<file path="config.mk">
export PLATFORM = sky130hd
export DESIGN_NAME = sram_cmd_parser
export DESIGN_NICKNAME = d
export VERILOG_FILES = /design/src/rtl/sram_cmd_parser.sv
export SDC_FILE = /design/constraint.sdc
export NUM_CORES = 1
export LEC_CHECK = 0
export ABC_CLOCK_PERIOD_IN_PS = 1500
export CAP_MARGIN = 15
export CORE_ASPECT_RATIO = 0.75
export CORE_MARGIN = 2
export CORE_UTILIZATION = 40
export CTS_CLUSTER_SIZE = 10
export DETAILED_ROUTE_END_ITERATION = 8
export MAX_ROUTING_LAYER = met4
export PLACE_DENSITY = 0.74
export SLEW_MARGIN = 20
export SYNTH_ARGS = -nofsm -noshare
export SYNTH_HDL_FRONTEND = slang
export SYNTH_SLANG_ARGS = --single-unit
</file>
<file path="constraint.sdc">
create_clock -name clk -period 1.5 [get_ports clk]
set_input_delay 0.3 -clock clk [delete_from_list [all_inputs] [get_ports clk]]
set_output_delay 0.3 -clock clk [all_outputs]
set_load 0.005 [all_outputs]
</file>
<file path="src/rtl/sram_cmd_parser.sv">
// UART command front-end for the SRAM controller: parses 'W'/'R' commands, issues one request, returns read bytes.
// Optional inter-byte timeout for partial commands is built only when SRAM_CMD_TIMEOUT_EN is defined.
//
// state   | meaning
// IDLE    | waiting for an opcode byte
// ADDR2   | waiting for address bits [23:16]
// ADDR1   | waiting for address bits [15:8]
// ADDR0   | waiting for address bits [7:0]
// DATA    | waiting for the write data byte
// ISSUE   | one cycle, launches the SRAM request
// WAIT_WR | write outstanding, waiting for completion
// WAIT_RD | read outstanding, waiting for completion
// SEND    | read byte held until the transmitter is free
module sram_cmd_parser #(
    parameter int CLK_FREQ   = 60_000_000,
    parameter int TIMEOUT_MS = 10
) (
    input  logic        clk,
    input  logic        rstn,
    input  logic [7:0]  rx_data,
    input  logic        rx_received,
    output logic [23:0] sram_address,
    output logic [7:0]  sram_wdata,
    output logic        sram_wr_en,
    output logic        sram_rd_en,
    input  logic [7:0]  sram_rdata,
    input  logic        sram_completed,
    output logic [7:0]  tx_data,
    output logic        tx_start,
    input  logic        tx_busy,
    output logic        busy,
    output logic        cmd_error,
    output logic        overrun
);

    typedef enum logic [3:0] {
        S_IDLE, S_ADDR2, S_ADDR1, S_ADDR0, S_DATA,
        S_ISSUE, S_WAIT_WR, S_WAIT_RD, S_SEND
    } state_t;

    state_t      r_state, w_next;
    logic        r_is_wr;
    logic [23:0] r_addr;
    logic [7:0]  r_wdata;
    logic [7:0]  r_tx_data;
    logic        r_wr_en, r_rd_en, r_cmd_error, r_overrun;
    logic        w_opcode_ok, w_in_cmd, w_accepting, w_timeout;

    assign w_opcode_ok = (rx_data == 8'h57) || (rx_data == 8'h52);
    assign w_in_cmd    = (r_state == S_ADDR2) || (r_state == S_ADDR1) ||
                         (r_state == S_ADDR0) || (r_state == S_DATA);
    assign w_accepting = (r_state == S_IDLE) || w_in_cmd;

`ifdef SRAM_CMD_TIMEOUT_EN
    localparam int TO_CYCLES = CLK_FREQ / 1000 * TIMEOUT_MS;
    logic [31:0] r_to_cnt;

    // Down-counter reloaded by every accepted command byte; terminal count aborts the command.
    always_ff @(posedge clk or negedge rstn) begin
        if (!rstn) begin
            r_to_cnt <= '0;
        end else if ((r_state == S_IDLE && w_next == S_ADDR2) || (w_in_cmd && rx_received)) begin
            r_to_cnt <= 32'(TO_CYCLES - 1);
        end else if (w_in_cmd && r_to_cnt != 32'd0) begin
            r_to_cnt <= r_to_cnt - 32'd1;
        end
    end

    assign w_timeout = w_in_cmd && !rx_received && (r_to_cnt == 32'd0);
`else
    assign w_timeout = 1'b0;
`endif

    always_comb begin
        w_next = r_state;
        case (r_state)
            S_IDLE:    if (rx_received && w_opcode_ok) w_next = S_ADDR2;
            S_ADDR2:   if (rx_received) w_next = S_ADDR1;
                       else if (w_timeout) w_next = S_IDLE;
            S_ADDR1:   if (rx_received) w_next = S_ADDR0;
                       else if (w_timeout) w_next = S_IDLE;
            S_ADDR0:   if (rx_received) w_next = r_is_wr ? S_DATA : S_ISSUE;
                       else if (w_timeout) w_next = S_IDLE;
            S_DATA:    if (rx_received) w_next = S_ISSUE;
                       else if (w_timeout) w_next = S_IDLE;
            S_ISSUE:   w_next = r_is_wr ? S_WAIT_WR : S_WAIT_RD;
            S_WAIT_WR: if (sram_completed) w_next = S_IDLE;
            S_WAIT_RD: if (sram_completed) w_next = S_SEND;
            S_SEND:    if (!tx_busy) w_next = S_IDLE;
            default:   w_next = S_IDLE;
        endcase
    end

    always_ff @(posedge clk or negedge rstn) begin
        if (!rstn) begin
            r_state <= S_IDLE;
        end else begin
            r_state <= w_next;
        end
    end

    // Request strobes are registered out of ISSUE, giving a fixed two-cycle latency from the last byte.
    always_ff @(posedge clk or negedge rstn) begin
        if (!rstn) begin
            r_is_wr     <= 1'b0;
            r_addr      <= '0;
            r_wdata     <= '0;
            r_tx_data   <= '0;
            r_wr_en     <= 1'b0;
            r_rd_en     <= 1'b0;
            r_cmd_error <= 1'b0;
            r_overrun   <= 1'b0;
        end else begin
            r_wr_en     <= (r_state == S_ISSUE) && r_is_wr;
            r_rd_en     <= (r_state == S_ISSUE) && !r_is_wr;
            r_cmd_error <= ((r_state == S_IDLE) && rx_received && !w_opcode_ok) || w_timeout;
            r_overrun   <= rx_received && !w_accepting;
            case (r_state)
                S_IDLE:    if (rx_received && w_opcode_ok) r_is_wr <= (rx_data == 8'h57);
                S_ADDR2:   if (rx_received) r_addr[23:16] <= rx_data;
                S_ADDR1:   if (rx_received) r_addr[15:8] <= rx_data;
                S_ADDR0:   if (rx_received) r_addr[7:0] <= rx_data;
                S_DATA:    if (rx_received) r_wdata <= rx_data;
                S_WAIT_RD: if (sram_completed) r_tx_data <= sram_rdata;
                default:   ;
            endcase
        end
    end

    assign sram_address = r_addr;
    assign sram_wdata   = r_wdata;
    assign sram_wr_en   = r_wr_en;
    assign sram_rd_en   = r_rd_en;
    assign tx_data      = r_tx_data;
    assign tx_start     = (r_state == S_SEND) && !tx_busy;
    assign busy         = (r_state != S_IDLE);
    assign cmd_error    = r_cmd_error;
    assign overrun      = r_overrun;

endmodule

</file>
-- Word-level counts from Yosys, hierarchy flattened
Index checks and enable logic that the tools add are counted.
W data, S select, Z words.
- mux-type cells: 11
- eq/ne operators: 18
- reduce and logical (&&, ||, !) cells: 25
- operator list (kind ; number):
    $pmux W4 S9 ; 1
    $mux W4 ; 8
    $eq A4 B3 Y1 const B ; 4
    $eq A8 B7 Y1 const B ; 2
    $ne A2 B2 Y1 const B ; 7
    $reduce_and A2 Y1 ; 6
    $eq A4 B2 Y1 const B ; 2
    $reduce_and A8 Y1 ; 1
    $logic_and A1 B1 Y1 ; 7
    $logic_or A1 B1 Y1 ; 5
    $eq A4 B1 Y1 const B ; 1
    $eq A4 B4 Y1 const B ; 1
    $logic_not A1 Y1 ; 4
    $logic_not A4 Y1 ; 1
    $reduce_bool A4 Y1 ; 1
    $mux W1 ; 2
    $ne A2 B1 Y1 const B ; 1
- bits of input ports: 21
- flip-flop bits (word level): 49
- word-level logic and storage cells: 65

-- Logic depth before layout (Yosys ltp)
Gate-level depths: netlist of run 1.
- word-level depth: 7
- mapped depth: 5
- depth with buffers taken out: 3

-- Worst setup path before layout of run 1
No wires, ideal clock.
- kind: flip-flop to flip-flop
- from: register r_state[3]
- to: register r_is_wr
- library setup time: 0.087 ns
- cell stages (with the launch flop): 5
- arrival time: 1.404 ns
- path slack: 0.009 ns
- path through: dfrtp_1 -> buf_6 -> or3b_4 -> or4_1 -> o211ai_1
- cells in the longest elaborated chain, start to end: 2
- RTL lines (item ; line ; source):
    start: declaration ; 41 ; state_t r_state, w_next;
    start signal: assignment ; 98 ; r_state <= w_next;
    $logic_not A4 Y1 ; 118 ; case (r_state)
    $reduce_and A2 Y1 (no source line) ; n/a ;
    end signal: assignment ; 119 ; S_IDLE: if (rx_received && w_opcode_ok) r_is_wr <= (rx_data == 8'h57);
    end: declaration ; 42 ; logic r_is_wr;
No other way between the ends.
A chain may end at the register's enable or synchronous reset.

-- Worst setup path after layout of run 1
- from: register r_state[2]
- to: register r_state[0]
- cells in the longest elaborated chain, start to end: 3
- elaborated cells between the ends (all ways): 19
- those cells by class: eq/ne: 16; mux: 1; reduce/logical: 2
- RTL lines (item ; line ; source):
    $eq A4 B4 Y1 (tied with other cells) ; 76 ; case (r_state)
    $ne A2 B2 Y1 (no source line) / $ne A2 B1 Y1 (equally long branches) ; n/a ;
    $reduce_and A8 Y1 (no source line) ; n/a ;
Several ways; a longest one is shown, not always the timed one.

==> results.md, run 1 <==
* Run status: complete, but fails checks
* Failing checks: negative setup slack
* Max Slew Vio Count at 0
* Clk buf depth at 2
* Nets at 292
* Post-DR vias/cell at 5.093
* Number of distinct library cells after synthesis at 36
* Routability cong. at 0.8558
* Starting density of the core at 41.37%
* Core ar. at 4900 µm²
* Number of max-cap violations at 0
* LEAKAGE at 1.909 nW
* Root buf cell: clkbuf_8
* HPWL after detailed placement at 3568 µm
* Gr usage total at 21.28%
* R2R cell count at 6
* Syn Nets at 165
* Hold Startpoint: tx_data[5]
* Yosys top cell by area: dfrtp_1
* Synthesized instance count at 144
* Die Wd at 86.20 µm
* Drt drc at 0
* Syn Area/Cell at 14.08 µm²
* Layout Skew at 0.007614 ns
* Sequential share of the synthesized area at 60.49%
* Buf+Inv Stages, Crit Path at 3
* Area contributors post-synth: dfrtp_1, mux2_1, nand2_1
* Hold WC Path Type: reg -> reg
* Crit path kind: reg -> reg
* Critical path startpoint category: flop
* RR Startpoint: r_state[2]
* Fin crit share at 111.9%
* Seq pwr share at 33.8%
* TritonRoute pass-1 iters at 4
* Most frequent cells in the layout: dfrtp_1, buf_4, clkdlybuf4s50_1
* Synth warn at 0
* Clock Sinks at 49
* Reg2reg end: r_state[0]
* Combinational share of power at 54.7%
* Layout cell share with drive strength beyond 1 at 40.07%
* Worst slack, placed at -0.3784 ns
* Hold Path Cell Cnt at 1
* Die Ht at 65.65 µm
* Slew HR at 73.68%
* Area growth syn-to-layout at 75.43%
* Vias in the first global route at 1701
* Final setup violation count at 27
* # port buffers at 66
* Final worst-path setup slack at -0.1784 ns
* Pwr Density at 1867 nW/µm²
* Tmin final at 1.678 ns
* Critical path peak fanout at 6
* Final Hold Viols at 0
* Later-pin clock latency in the skew report at 0.31 ns
* Flops & latches, synth at 49
* Max incr delay on CP at 0.47 ns
* Pin count of the biggest net entering global routing at 50
* Total Die Area at 5659 µm²
* # fillers at 331
* Vias at 1691
* Initial antenna violation count at 0
* Sw power at 0.001998 W
* Antenna cells at 0
* First-pass GRT wire length at 8852 µm
* Measured slew at the worst slew-check pin at 0.3897 ns
* Routed Wire Length at 6087 µm
* Req. time, crit path at 1.74 ns
* CTS Buf Count at 5
* RSZ-0062 raised after global routing: yes
* Iter 0 DRT Violations at 118
* Max Fclk at 0.5958 GHz
* Commonest non-fill, non-tap cell in the layout: dfrtp_1
* Critical Path End Type: flop
* Clock power frac at 11.6%
* Worst VDD drop at 0.0009501 V
* Pint at 0.004641 W
* WHS Endpoint: tx_data[5]
* R2R Setup Slk at -0.18 ns
* Synth top area share at 60.49%
* Sw Ratio at 30.10%
* CTS H-tree depth at 2
* Crit path DAT at 1.92 ns
* Clock transition at path regs at 0.09 ns
* Drt wl/cell at 18.33 µm
* CTS tree: built
* Aggregate global routing overflow at 0
* Netlist Area Pre-Place at 2027 µm²
* Post-DRT Antenna Nets at 0
* Slowest stage cell, crit path: dfrtp_2
* Most common cell type on the critical path: buf_4
* Ports at 67
* Final core occ at 72.57%
* CP top delay family: compound AO/OA/AOI/OAI gates
* CP cell instances: buf_1, buf_4, buf_4, o2bb2ai_1, a211oi_1, a32o_1
* # rows at 22
-- synthesized netlist by cell type --
cell and instances:
buf_2 3, mux2_1 40, o2bb2ai_1 1, o21ai_0 2
nor3_1 3, nand3_2 1, or3b_4 1, and4b_1 1
nand3b_1 2, buf_4 1, dfrtp_1 49, nand3_1 2
clkbuf_1 1, a211oi_1 1, nand4_2 1, o21bai_1 1
a21oi_1 3, and3_1 2, a32o_1 1, buf_6 1
nand2b_1 1, o41ai_1 1, xor2_1 1, nor2b_1 2
inv_1 1, nor3b_2 1, nand4bb_1 1, or2_1 1
nor2_1 4, o22ai_1 1, o211ai_1 1, or4_1 1
o31ai_1 1, nor4_1 1, and2b_1 1, nand2_1 8
-- layout make-up --
cell class | instances | area, µm² | area share (%)
Sequential cell | 49 | 1227 | 34.52
Clock inverter | 1 | 7.507 | 0.2111
Timing Repair Buffer | 126 | 1237 | 34.80
Inverter | 1 | 3.754 | 0.1056
Tap cell | 60 | 75.07 | 2.111
Multi-Input combinational cell | 88 | 928.4 | 26.11
Clock buffer | 7 | 76.32 | 2.146
-- worst register-to-register path, stage by stage (launching register included) --
cell and delay (ns):
dfrtp_2 0.47, buf_1 0.16, buf_4 0.17, buf_4 0.15, o2bb2ai_1 0.11, a211oi_1 0.37
a32o_1 0.18
-- per-stage QoR --
stage	instance area [µm²]	instances	power [W]	hold slack, ns	setup TNS [ns]
finish	3556	332	0.006639	0.4941	-2.091
detailed placement	2980	297	0.004722	0.3077	-9.159
floorplan	2027	144	0.003048	0.004409	0
global placement	2980	297	0.004660	0.3078	-8.567
global route	3556	332	0.006996	0.5177	-3.527
CTS	3309	313	0.006166	0.5004	-1.574
-- layer usage --
metal / vias up / track usage, % / wire (µm)
met2: 61 / 31.40 / 2869
met1: 849 / 29.87 / 2768
met5: - / - / 0
li1: 770 / - / -
met4: 0 / 2.734 / 82
met3: 11 / 6.910 / 366
-- registers in the layout, summed over array words and instances (netlist names) --
register and count:
sram_rd_en 1, sram_wr_en 1, r_is_wr 1, sram_address 24, tx_data 8, sram_wdata 8, cmd_error 1, r_state 4
overrun 1
-- worst max path at each step --
stage	end	from	slack [ns]	cells past startpoint
2_1_floorplan	r_is_wr	r_state[3]	0.009	4
3_3_place_gp	r_is_wr	rx_received	-0.34	4
3_5_place_dp	r_is_wr	rx_received	-0.38	4
4_1_cts	r_is_wr	r_state[3]	-0.16	4
5_1_grt	r_state[0]	r_state[2]	-0.20	6
6_report	r_state[0]	r_state[2]	-0.18	6
-- power by group through the flow --
stage / Sequential [W] / Combinational [W] / Clock (W)
after floorplan: 0.00223 / 0.000818 / 0
after global placement: 0.00224 / 0.00242 / 0
after detailed placement: 0.00225 / 0.00247 / 0
after CTS: 0.00224 / 0.00315 / 0.000772
after global routing: 0.00230 / 0.00386 / 0.000834
final: 0.00224 / 0.00363 / 0.000769
-- what timing repair did --
item / CTS / global route
hold endpoints to repair: 49 / 0
buffers inserted: 7 / 19
endpoints found under the setup margin: 46 / 69
gates resized for setup: 67 / 30
pin swaps: 6 / 7
cloned: 0 / 1
hold buffers: 1 / 0
-- logic make-up (layout without fill, tap and decap cells) --
family,Yosys count,after routing,synth area share [%]
compound gates,13,13,4.383
flops,49,49,60.49
buf+inv,7,135,2.037
xor+xnor,1,1,0.4322
mux,40,40,22.22
simple gates,34,34,10.43
Power figures use the tool's default switching activity.
==> run 2: changes to the inputs <==
CTS_BUF_LIST = sky130_fd_sc_hd__clkbuf_4 sky130_fd_sc_hd__clkbuf_8   (was unset)
DONT_BUFFER_PORTS = 1   (was unset)
PLACE_DENSITY = unset   (was 0.74)
PLACE_DENSITY_LB_ADDON = 0.3   (was unset)
==> run 2 against run 1 <==
- clock skew is 0.0030 ns lower
- sequential power is 6% higher
- hold slack worse by 0.37 ns
- core utilization is 25 points lower
- sequential share of layout area is 18 points higher
- the run still ends with negative setup slack left
- clock power is 3.6% higher
- routed wire length is 28% lower
- register-to-register slack better by 0.12 ns
- via count is 26% lower
==> results.md, run 2 (same netlist as run 1, synthesis figures left out) <==
* Slew HR at 79.71%
* Hold Startpoint: rx_data[1]
* LEAKAGE at 1.030 nW
* Root buf cell: clkbuf_8
* Later-pin clock latency in the skew report at 0.30 ns
* Pwr Density at 1900 nW/µm²
* Measured slew at the worst slew-check pin at 0.3005 ns
* Total Power at 0.004461 W
* Crit path kind: reg -> out
* Layout Skew at 0.004636 ns
* Failing checks: negative setup slack
* First-pass GRT wire length at 6969 µm
* Area growth syn-to-layout at 15.80%
* Post-DR vias/cell at 5.695
* Buf+Inv Stages, Crit Path at 1
* Aggregate global routing overflow at 0
* Run status: complete, but fails checks
* Drt drc at 0
* Gr usage total at 16.93%
* Tmin final at 1.568 ns
* Vias at 1253
* Die Wd at 86.20 µm
* CP top delay family: flip-flops
* Nets at 180
* Antenna cells at 0
* Total Die Area at 5659 µm²
* Vias in the first global route at 1300
* CTS Buf Count at 5
* CTS H-tree depth at 2
* Die Ht at 65.65 µm
* Initial antenna violation count at 0
* Starting density of the core at 41.37%
* Worst VDD drop at 0.0007601 V
* Post-Layout Cell Count at 220
* Max Fclk at 0.6376 GHz
* Number of max-cap violations at 0
* Final setup violation count at 3
* # rows at 22
* Max Slew Vio Count at 0
* Slowest stage cell, crit path: dfrtp_1
* Critical path startpoint category: flop
* Clk buf depth at 2
* RSZ-0062 raised after global routing: yes
* Placed Cells at 208
* Critical path peak fanout at 4
* Fin crit share at 104.6%
* Worst Setup SP: r_state[0]
* Post-DRT Antenna Nets at 0
* Max incr delay on CP at 0.42 ns
* Drt wl/cell at 20.00 µm
* TritonRoute pass-1 iters at 4
* Max reg flops at 24
* Critical Path End Type: output pin
* Commonest non-fill, non-tap cell in the layout: dfrtp_1
* Clock transition at path regs at 0.09 ns
* Routability cong. at 0.8043
* HPWL after detailed placement at 3162 µm
* # port buffers at 0
* Routed Wire Length at 4401 µm
* RR Startpoint: r_state[3]
* Hold WC Path Type: in -> reg
* Crit path DAT at 1.27 ns
* CTS tree: built
* Req. time, crit path at 1.20 ns
* Final worst-path setup slack at -0.06826 ns
* Final Hold Viols at 0
* Core ar. at 4900 µm²
* Clock Sinks at 49
* Ports at 67
* Layout cell share with drive strength beyond 1 at 20.00%
* Pin count of the biggest net entering global routing at 50
* CP cell instances: or2_4, buf_6, nor4_4
* # fillers at 439
* Most frequent cells in the layout: dfrtp_1, mux2_1, buf_4
* Iter 0 DRT Violations at 86
[run 2: cell types whose count changed in the layout (fill, tap and decap cells not counted), moves of 2 or more]
| cell | before | now |
|---|---|---|
| mux2_1 | 9 | 40 |
| clkdlybuf4s50_1 | 35 | 0 |
| buf_4 | 42 | 9 |
| buf_6 | 12 | 3 |
| clkbuf_1 | 2 | 0 |
| buf_2 | 3 | 0 |
| dlymetal6s2s_1 | 22 | 0 |
| mux2_4 | 31 | 0 |
| buf_12 | 2 | 0 |
| dlygate4sd2_1 | 6 | 0 |
[run 2: routing by layer]
metal / global-route usage, % / wire (µm) / vias to the layer above
met5: - / 0 / -
met3: 5.528 / 344 / 5
li1: - / - / 555
met2: 27.62 / 2209 / 42
met1: 19.46 / 1774 / 651
met4: 7.031 / 72 / 0
[run 2: worst reg2reg max path, cell delays in order (launching register included)]
cell and delay [ns]:
dfrtp_2 0.45, or3b_4 0.41, or4_1 0.42, o211ai_1 0.19
[run 2: what timing repair did]
item	in CTS	in global routing
hold endpoints to repair	49	0
hold buffers	2	0
setup buffers	1	2
setup endpoints to repair	19	32
gates resized for setup	10	4
[run 2: layout make-up]
cell class	count	area, µm²	share of cell area (%)
Clock buffer	6	76.32	3.252
Tap cell	60	75.07	3.198
Inverter	1	3.754	0.1599
Multi-Input combinational cell	88	810.8	34.54
Timing Repair Buffer	14	138.9	5.917
Clock inverter	2	13.76	0.5864
Sequential cell	49	1229	52.35
[run 2: power by group]
group | switching, W | leakage, nW | internal [W]
registers | 0.000473 | 0.601 | 0.00189
clock network | 0.000446 | 0.0490 | 0.000351
logic | 0.000611 | 0.380 | 0.000685
total | 0.00153 | 1.03 | 0.00293
[run 2: path summary, 6_finish.rpt]
path                                   end  slack (ns)  cells after the start
min in group asynchronous       r_state[3]        0.49                      2
max reg2reg                        r_is_wr       -0.06                      3
max                               tx_start       -0.07                      3
min reg2reg                     tx_data[5]        0.52                      1
min                        sram_address[9]        0.12                      1
max in group asynchronous       r_state[2]        0.78                      2
[run 2: through the flow]
step	area [µm²]	setup slack (ns)	setup TNS [ns]	util, %	hold WS, ns
4_1_cts	2318	-0.08273	-0.09739	47.32	0.1193
5_1_grt	2347	-0.1146	-0.6970	47.91	0.1012
3_5_place_dp	2152	-0.04926	-0.4799	43.92	0.005344
2_1_floorplan	2027	0.009005	0	-	0.004409
6_report	2347	-0.06826	-0.1416	47.91	0.1196
3_3_place_gp	2152	0.02719	0	43.92	0.005491
